### config.mk
export PLATFORM = sky130hd
export DESIGN_NAME = seq_divider
export DESIGN_NICKNAME = d
export VERILOG_FILES = /design/src/rtl/seq_divider.sv
export SDC_FILE = /design/constraint.sdc
export NUM_CORES = 1
export LEC_CHECK = 0
export ABC_AREA = 1
export BUFFER_PORTS_ARGS = -buffer_cell sky130_fd_sc_hd__buf_4
export CAP_MARGIN = 10
export CORE_MARGIN = 5
export CORE_UTILIZATION = 65
export CTS_CLUSTER_DIAMETER = 120
export DETAILED_ROUTE_END_ITERATION = 10
export PLACE_DENSITY = 0.9
export REMOVE_ABC_BUFFERS = 1
export SLEW_MARGIN = 25
export SYNTH_ARGS = -nofsm -noshare
export SYNTH_HDL_FRONTEND = slang
export SYNTH_SLANG_ARGS = --single-unit
### constraint.sdc
create_clock -name clk -period 3.06 [get_ports clk]
set_clock_uncertainty 0.15 [all_clocks]
set_input_delay 0.612 -clock clk [delete_from_list [all_inputs] [get_ports clk]]
set_output_delay 0.612 -clock clk [all_outputs]
set_load 0.05 [all_outputs]
### src/rtl/seq_divider.sv
`default_nettype none
// ============================================================================
//  Module   : seq_divider
//  Purpose  : Multi-cycle integer divider, restoring shift/subtract, one
//             quotient bit per clock, start/busy/done handshake. Signed or
//             unsigned operands; reports divide-by-zero and signed overflow.
//  Revision : 1.0  initial release
// ----------------------------------------------------------------------------
//  Ports
//    clk            in   1      clock, rising edge
//    rst            in   1      synchronous active-high reset
//    start_i        in   1      request, honoured only when not busy
//    signed_mode_i  in   1      1: two's-complement operands, 0: unsigned
//    dividend_i     in   WIDTH  numerator, captured on accepted start
//    divisor_i      in   WIDTH  denominator, captured on accepted start
//    busy_o         out  1      division loop / sign fix in progress
//    done_o         out  1      one-cycle pulse, results valid
//    quotient_o     out  WIDTH  quotient, held until next result
//    remainder_o    out  WIDTH  remainder, held until next result
//    error_o        out  2      00 ok, 01 divide-by-zero, 10 signed overflow
// ============================================================================
module seq_divider #(
    parameter int WIDTH = 16
) (
    input  logic             clk,
    input  logic             rst,
    input  logic             start_i,
    input  logic             signed_mode_i,
    input  logic [WIDTH-1:0] dividend_i,
    input  logic [WIDTH-1:0] divisor_i,
    output logic             busy_o,
    output logic             done_o,
    output logic [WIDTH-1:0] quotient_o,
    output logic [WIDTH-1:0] remainder_o,
    output logic [1:0]       error_o
);

    localparam int               CNT_W     = $clog2(WIDTH);
    localparam logic [CNT_W-1:0] LAST_ITER = CNT_W'(WIDTH - 1);
    localparam logic [WIDTH-1:0] MIN_VAL   = {1'b1, {(WIDTH-1){1'b0}}};
    localparam logic [1:0]       ERR_NONE  = 2'b00;
    localparam logic [1:0]       ERR_DIV0  = 2'b01;
    localparam logic [1:0]       ERR_OVF   = 2'b10;

    typedef enum logic [1:0] {
        S_IDLE = 2'd0,
        S_CALC = 2'd1,
        S_FIX  = 2'd2,
        S_DONE = 2'd3
    } state_t;

    state_t           state_q, state_d;
    logic [CNT_W-1:0] cnt_q,   cnt_d;
    logic [WIDTH-1:0] acc_q,   acc_d;    // dividend bits shift out, quotient bits shift in
    logic [WIDTH:0]   prem_q,  prem_d;   // partial remainder with carry bit
    logic [WIDTH-1:0] dvs_q,   dvs_d;    // divisor magnitude
    logic             qneg_q,  qneg_d;
    logic             rneg_q,  rneg_d;
    logic [WIDTH-1:0] quot_q,  quot_d;
    logic [WIDTH-1:0] rem_q,   rem_d;
    logic [1:0]       err_q,   err_d;

    // Operand decode for the accept cycle
    logic             w_dvd_neg, w_dvs_neg;
    logic [WIDTH-1:0] w_dvd_mag, w_dvs_mag;
    logic             w_div0, w_ovf;

    assign w_dvd_neg = signed_mode_i & dividend_i[WIDTH-1];
    assign w_dvs_neg = signed_mode_i & divisor_i[WIDTH-1];
    // MIN negates to itself, which is exactly its unsigned magnitude.
    assign w_dvd_mag = w_dvd_neg ? -dividend_i : dividend_i;
    assign w_dvs_mag = w_dvs_neg ? -divisor_i  : divisor_i;
    assign w_div0    = (divisor_i == '0);
    assign w_ovf     = signed_mode_i && (dividend_i == MIN_VAL) && (divisor_i == '1);

    // One restoring step: bring in the next dividend bit, try the subtract.
    logic [WIDTH+1:0] w_shift;
    logic [WIDTH:0]   w_diff;
    logic             w_fits;

    assign w_shift = {prem_q, acc_q[WIDTH-1]};
    assign w_fits  = (w_shift >= {2'b00, dvs_q});
    assign w_diff  = w_shift[WIDTH:0] - {1'b0, dvs_q};

    always_comb begin
        state_d = state_q;
        cnt_d   = cnt_q;
        acc_d   = acc_q;
        prem_d  = prem_q;
        dvs_d   = dvs_q;
        qneg_d  = qneg_q;
        rneg_d  = rneg_q;
        quot_d  = quot_q;
        rem_d   = rem_q;
        err_d   = err_q;

        case (state_q)
            S_IDLE, S_DONE: begin
                state_d = S_IDLE;
                if (start_i) begin
                    // Divide-by-zero has priority over overflow.
                    if (w_div0) begin
                        state_d = S_DONE;
                        quot_d  = '1;
                        rem_d   = dividend_i;
                        err_d   = ERR_DIV0;
                    end else if (w_ovf) begin
                        state_d = S_DONE;
                        quot_d  = MIN_VAL;
                        rem_d   = '0;
                        err_d   = ERR_OVF;
                    end else begin
                        state_d = S_CALC;
                        cnt_d   = '0;
                        acc_d   = w_dvd_mag;
                        prem_d  = '0;
                        dvs_d   = w_dvs_mag;
                        qneg_d  = w_dvd_neg ^ w_dvs_neg;
                        rneg_d  = w_dvd_neg;
                    end
                end
            end
            S_CALC: begin
                acc_d  = {acc_q[WIDTH-2:0], w_fits};
                prem_d = w_fits ? w_diff : w_shift[WIDTH:0];
                cnt_d  = cnt_q + 1'b1;
                if (cnt_q == LAST_ITER) begin
                    state_d = S_FIX;
                end
            end
            S_FIX: begin
                // Truncation toward zero: quotient sign from operand signs,
                // remainder sign follows the dividend.
                state_d = S_DONE;
                quot_d  = qneg_q ? -acc_q : acc_q;
                rem_d   = rneg_q ? -prem_q[WIDTH-1:0] : prem_q[WIDTH-1:0];
                err_d   = ERR_NONE;
            end
            default: begin
                state_d = S_IDLE;
            end
        endcase
    end

    always_ff @(posedge clk) begin
        if (rst) begin
            state_q <= S_IDLE;
            cnt_q   <= '0;
            acc_q   <= '0;
            prem_q  <= '0;
            dvs_q   <= '0;
            qneg_q  <= 1'b0;
            rneg_q  <= 1'b0;
            quot_q  <= '0;
            rem_q   <= '0;
            err_q   <= ERR_NONE;
        end else begin
            state_q <= state_d;
            cnt_q   <= cnt_d;
            acc_q   <= acc_d;
            prem_q  <= prem_d;
            dvs_q   <= dvs_d;
            qneg_q  <= qneg_d;
            rneg_q  <= rneg_d;
            quot_q  <= quot_d;
            rem_q   <= rem_d;
            err_q   <= err_d;
        end
    end

    assign busy_o      = (state_q == S_CALC) || (state_q == S_FIX);
    assign done_o      = (state_q == S_DONE);
    assign quotient_o  = quot_q;
    assign remainder_o = rem_q;
    assign error_o     = err_q;

endmodule
`default_nettype wire

==> run summary <==
Number of iterations in the first detailed-routing pass: 8. The HPWL after detailed placement is 13800 um. STA classifies the critical path startpoint as a flop. Together, buffers and inverters on the worst path number 2. The vertical die dimension is 111 um.

Buffers inserted during clock tree synthesis total 9. For this run, design rule violations remaining after detail routing come to 0. In this run the remaining antenna-violating nets after routing total 0. The netlist area before placement was 6680 um2; the total number of nets in the final design was 1214. In this run, synthesis inferred 0 flip-flops with an integrated enable.

The worst setup path category is flop to flop. The repair_antennas step left the layout with diodes totalling 0. The run gives 0 as the global-route congestion overflow total.

Clock latency on the worst-skew pair, taken at its later pin, is 0.37 ns. The logs give 0 for the setup violation total in the final timing report and 0.544 for the headroom to the max-slew limit. After floorplanning, the core was sized to cover 10200 um2. In this run the worst setup path begins at acc_q[15]$_SDFFE_PP0P_. The share of flip-flops with an asynchronous set or reset works out to 0. The largest individual stage delay along the critical path comes from the cell sky130_fd_sc_hd__fa_1. Hold repair after CTS inserted 0 buffers. The die covers 12400 um2. After detailed routing, the average wire length per cell comes to 14.1 um. Broken down by cell family, the worst path's largest delay share belongs to simple AND/OR/NAND/NOR gates.

The maximum number of buffers from clock root to sink came out at 2. The placed instance count is 1277, and the total global routing track utilization is 0.295. The count of cells resized by post-cts repair came out at 0.

TritonCTS built the clock tree. The pin slew with the least headroom to its limit was 0.678 ns; the initial standard-cell utilization of the core was 0.656. Pin count of the biggest net entering global routing: 48. In this run the static leakage power is 3.53 nW.

The longest individual stage delay on the worst path is 0.45 ns, and the number of setup buffers added after CTS is 0. For the synthesis warning total, the log shows 0. The number of violations of the max-capacitance limit came out at 0. The most used flip-flop cell after synthesis is sky130_fd_sc_hd__dfxtp_1. Input and output buffers added on the ports amount to 71. Along the worst path, the maximum fanout reaches 4. The most numerous cell on the critical path was sky130_fd_sc_hd__nand2_1.

The register bit count reported by yosys was 91; the fraction of the cycle the final worst path needs was 0.798. Pin placement for this block handled 72 I/O pins. Setup repair after global routing left no endpoint under its margin.

The number of different library cells used by synthesis comes to 45. The clock tree root driver cell was sky130_fd_sc_hd__clkbuf_8. The final route contains 7310 vias. The final number of max-transition violations is 0. Register clock-pin slew on the reported worst setup and hold paths: 0.10 ns.

The flow ran to the end, and the final reports show no timing, DRC or antenna violations. The fraction of layout cells with a size suffix above 1 is 0.110. For the footprint of the multi-input gates, the log shows 4160 um2.

Walking the worst path, the cells encountered are inv_1, ha_1, inv_1, fa_1, nand3_1, nand3_1, nand2_1, nand3_1, nand2_1, nand2_1, nand2_1, nand2_1, nor2_1, nand2_1, a21oi_1. The first global-routing pass estimated 30900 um of wire. The logs give 0.273 for the part of the Yosys area used for sequential elements and 0.944 for the final RePlAce weighted congestion.

The startpoint identified for the worst hold timing path is dvs_q[14]$_SDFFE_PP0P_. The total negative slack for setup checks came out at 0 ns. The final wirelength was 18300 um. The filler cells instantiated in the layout total 896. In this run the power density over the cells is 785 nW/um2. In the final layout, flip-flops and latches occupy 1820 um2.

The clock period could shrink to 2.44 ns. Based on the critical path, the design can be clocked at up to 409 MHz. Data on the critical path arrives at its endpoint at 2.59 ns. The tools report the worst-case vdd ir drop as 0.000791 V. The final core utilization was 0.735; the count of non-filler cells in the finished layout was 1293. The startpoint of the lowest-slack register-to-register path is acc_q[15]$_SDFFE_PP0P_. The area growth from synthesis to layout was 12.0%. The number of DRC markers in iteration 0 was 699.

Kind of capture point of the worst setup path: a flop. In this run the worst hold path is classified as flop to flop. Number of hold-slack violations in the final timing report: 0. The x dimension of the die was 111 um. The initial antenna violation count was 0; the synthesized area divided by synthesized cell count was 6.10 um2. CTS saw 91 sinks. The initialized floorplan defines 37 standard-cell rows. Data on the critical path is required at its endpoint by 3.21 ns.

The logs give 3 for the number of H-tree levels and 1096 for the count of mapped cells out of synthesis. The via density per instance came out at 5.65. The number of global-route vias before repair came out at 6661.
layout by cell type (no fill, tap or decap), types with 2 or more instances in the layout:
master,instances
sky130_fd_sc_hd__o21ai_1,2
sky130_fd_sc_hd__inv_2,6
sky130_fd_sc_hd__xnor2_1,6
sky130_fd_sc_hd__nand3_1,100
sky130_fd_sc_hd__a21oi_1,102
sky130_fd_sc_hd__clkinv_1,2
sky130_fd_sc_hd__nand3b_1,2
sky130_fd_sc_hd__ha_1,25
sky130_fd_sc_hd__nor3_1,13
sky130_fd_sc_hd__nand2_1,296
sky130_fd_sc_hd__o21ai_0,105
sky130_fd_sc_hd__clkinv_2,2
sky130_fd_sc_hd__nor2_4,2
sky130_fd_sc_hd__nand3_2,3
sky130_fd_sc_hd__o21ai_2,2
sky130_fd_sc_hd__nand4_1,10
sky130_fd_sc_hd__o31ai_1,5
sky130_fd_sc_hd__nor2_1,111
sky130_fd_sc_hd__dfxtp_1,91
sky130_fd_sc_hd__inv_1,119
sky130_fd_sc_hd__nand2_4,2
sky130_fd_sc_hd__a31oi_1,2
sky130_fd_sc_hd__inv_6,2
sky130_fd_sc_hd__and2_1,4
sky130_fd_sc_hd__clkbuf_8,10
sky130_fd_sc_hd__or2_2,3
sky130_fd_sc_hd__nand2_2,2
sky130_fd_sc_hd__nand3_4,2
sky130_fd_sc_hd__buf_4,84
sky130_fd_sc_hd__xor2_1,27
metrics by stage:
stage / area [um2] / hold slack [ns] / total power, W / setup slack, ns
after floorplan: 6460 / 0.285 / 0.00404 / 0.632
after global placement: 7290 / 0.301 / 0.00491 / 0.350
after detailed placement: 7290 / 0.305 / 0.00498 / 0.305
after CTS: 7480 / 0.318 / 0.00582 / 0.641
after global routing: 7480 / 0.360 / 0.00637 / 0.361
final: 7480 / 0.314 / 0.00587 / 0.618
layer usage:
metal  vias to the layer above  GRT usage  wire (um)
met1                      3278      0.402       8020
met2                       338      0.476       8190
met5                         -          0          0
met4                         0     0.0868        339
met3                        34     0.0565       1720
li1                       3660          -          -
report_power, final:
part           internal [W]  total, W  switching (W)
clock network      0.000335  0.000824       0.000489
registers           0.00144   0.00166       0.000219
logic               0.00107   0.00339        0.00232
total               0.00284   0.00587        0.00303
cell usage after synthesis, types with 3 or more instances:
| cell type | instances | area [um2] |
|---|---|---|
| sky130_fd_sc_hd__nand3_2 | 3 | 30.0 |
| sky130_fd_sc_hd__buf_4 | 3 | 22.5 |
| sky130_fd_sc_hd__inv_2 | 6 | 22.5 |
| sky130_fd_sc_hd__nor3_1 | 13 | 65.1 |
| sky130_fd_sc_hd__xor2_1 | 27 | 236 |
| sky130_fd_sc_hd__buf_2 | 9 | 45.0 |
| sky130_fd_sc_hd__o31ai_1 | 5 | 37.5 |
| sky130_fd_sc_hd__dfxtp_1 | 91 | 1820 |
| sky130_fd_sc_hd__clkbuf_1 | 23 | 86.3 |
| sky130_fd_sc_hd__nand4_1 | 10 | 62.6 |
| sky130_fd_sc_hd__nor2_1 | 111 | 417 |
| sky130_fd_sc_hd__o21ai_0 | 105 | 526 |
| sky130_fd_sc_hd__nand3_1 | 100 | 500 |
| sky130_fd_sc_hd__or2_2 | 3 | 18.8 |
| sky130_fd_sc_hd__ha_1 | 25 | 313 |
| sky130_fd_sc_hd__and2_1 | 4 | 25.0 |
| sky130_fd_sc_hd__xnor2_1 | 6 | 52.6 |
| sky130_fd_sc_hd__a21oi_1 | 102 | 510 |
| sky130_fd_sc_hd__nand2_1 | 296 | 1110 |
| sky130_fd_sc_hd__inv_1 | 119 | 447 |
sequential cells by signal, indices dropped and copies added (netlist names):
register / flops
remainder_o: 16
quotient_o: 16
prem_q: 17
dvs_q: 16
qneg_q: 1
error_o: 2
state_q: 2
acc_q: 16
rneg_q: 1
cnt_q: 4
final timing paths:
kind         slack (ns)  depth (start not counted)                       to
min reg2reg        0.31                          2   dvs_q[14]$_SDFFE_PP0P_
max reg2reg        0.62                         15  prem_q[16]$_SDFFE_PP0P_
min                0.31                          2   dvs_q[14]$_SDFFE_PP0P_
max                0.62                         15  prem_q[16]$_SDFFE_PP0P_
cells by family (layout without fill, tap and decap cells):
logic type / after synthesis / after routing / synth area share
compound gates: 224 / 224 / 0.174
simple gates: 553 / 553 / 0.355
flops: 91 / 91 / 0.273
fa+ha+maj: 26 / 26 / 0.0498
buf+inv: 169 / 230 / 0.105
xor+xnor: 33 / 33 / 0.0433
worst reg2reg max path: stages (launching register included):
cell,delay (ns)
sky130_fd_sc_hd__dfxtp_1,0.37
sky130_fd_sc_hd__inv_1,0.12
sky130_fd_sc_hd__ha_1,0.16
sky130_fd_sc_hd__inv_1,0.07
sky130_fd_sc_hd__fa_1,0.45
sky130_fd_sc_hd__nand3_1,0.12
sky130_fd_sc_hd__nand3_1,0.16
sky130_fd_sc_hd__nand2_1,0.10
sky130_fd_sc_hd__nand3_1,0.11
sky130_fd_sc_hd__nand2_1,0.13
sky130_fd_sc_hd__nand2_1,0.06
sky130_fd_sc_hd__nand2_1,0.06
sky130_fd_sc_hd__nand2_1,0.05
sky130_fd_sc_hd__nor2_1,0.09
sky130_fd_sc_hd__nand2_1,0.06
sky130_fd_sc_hd__a21oi_1,0.12
cell type report:
cell class                      instances  area share
Clock buffer                           10      0.0184
Inverter                              129      0.0652
Clock inverter                          6     0.00769
Multi-Input combinational cell        836       0.555
Tap cell                              136      0.0227
Sequential cell                        91       0.244
Timing Repair Buffer                   85      0.0870
Note: power is estimated with default switching activity, not from simulation.
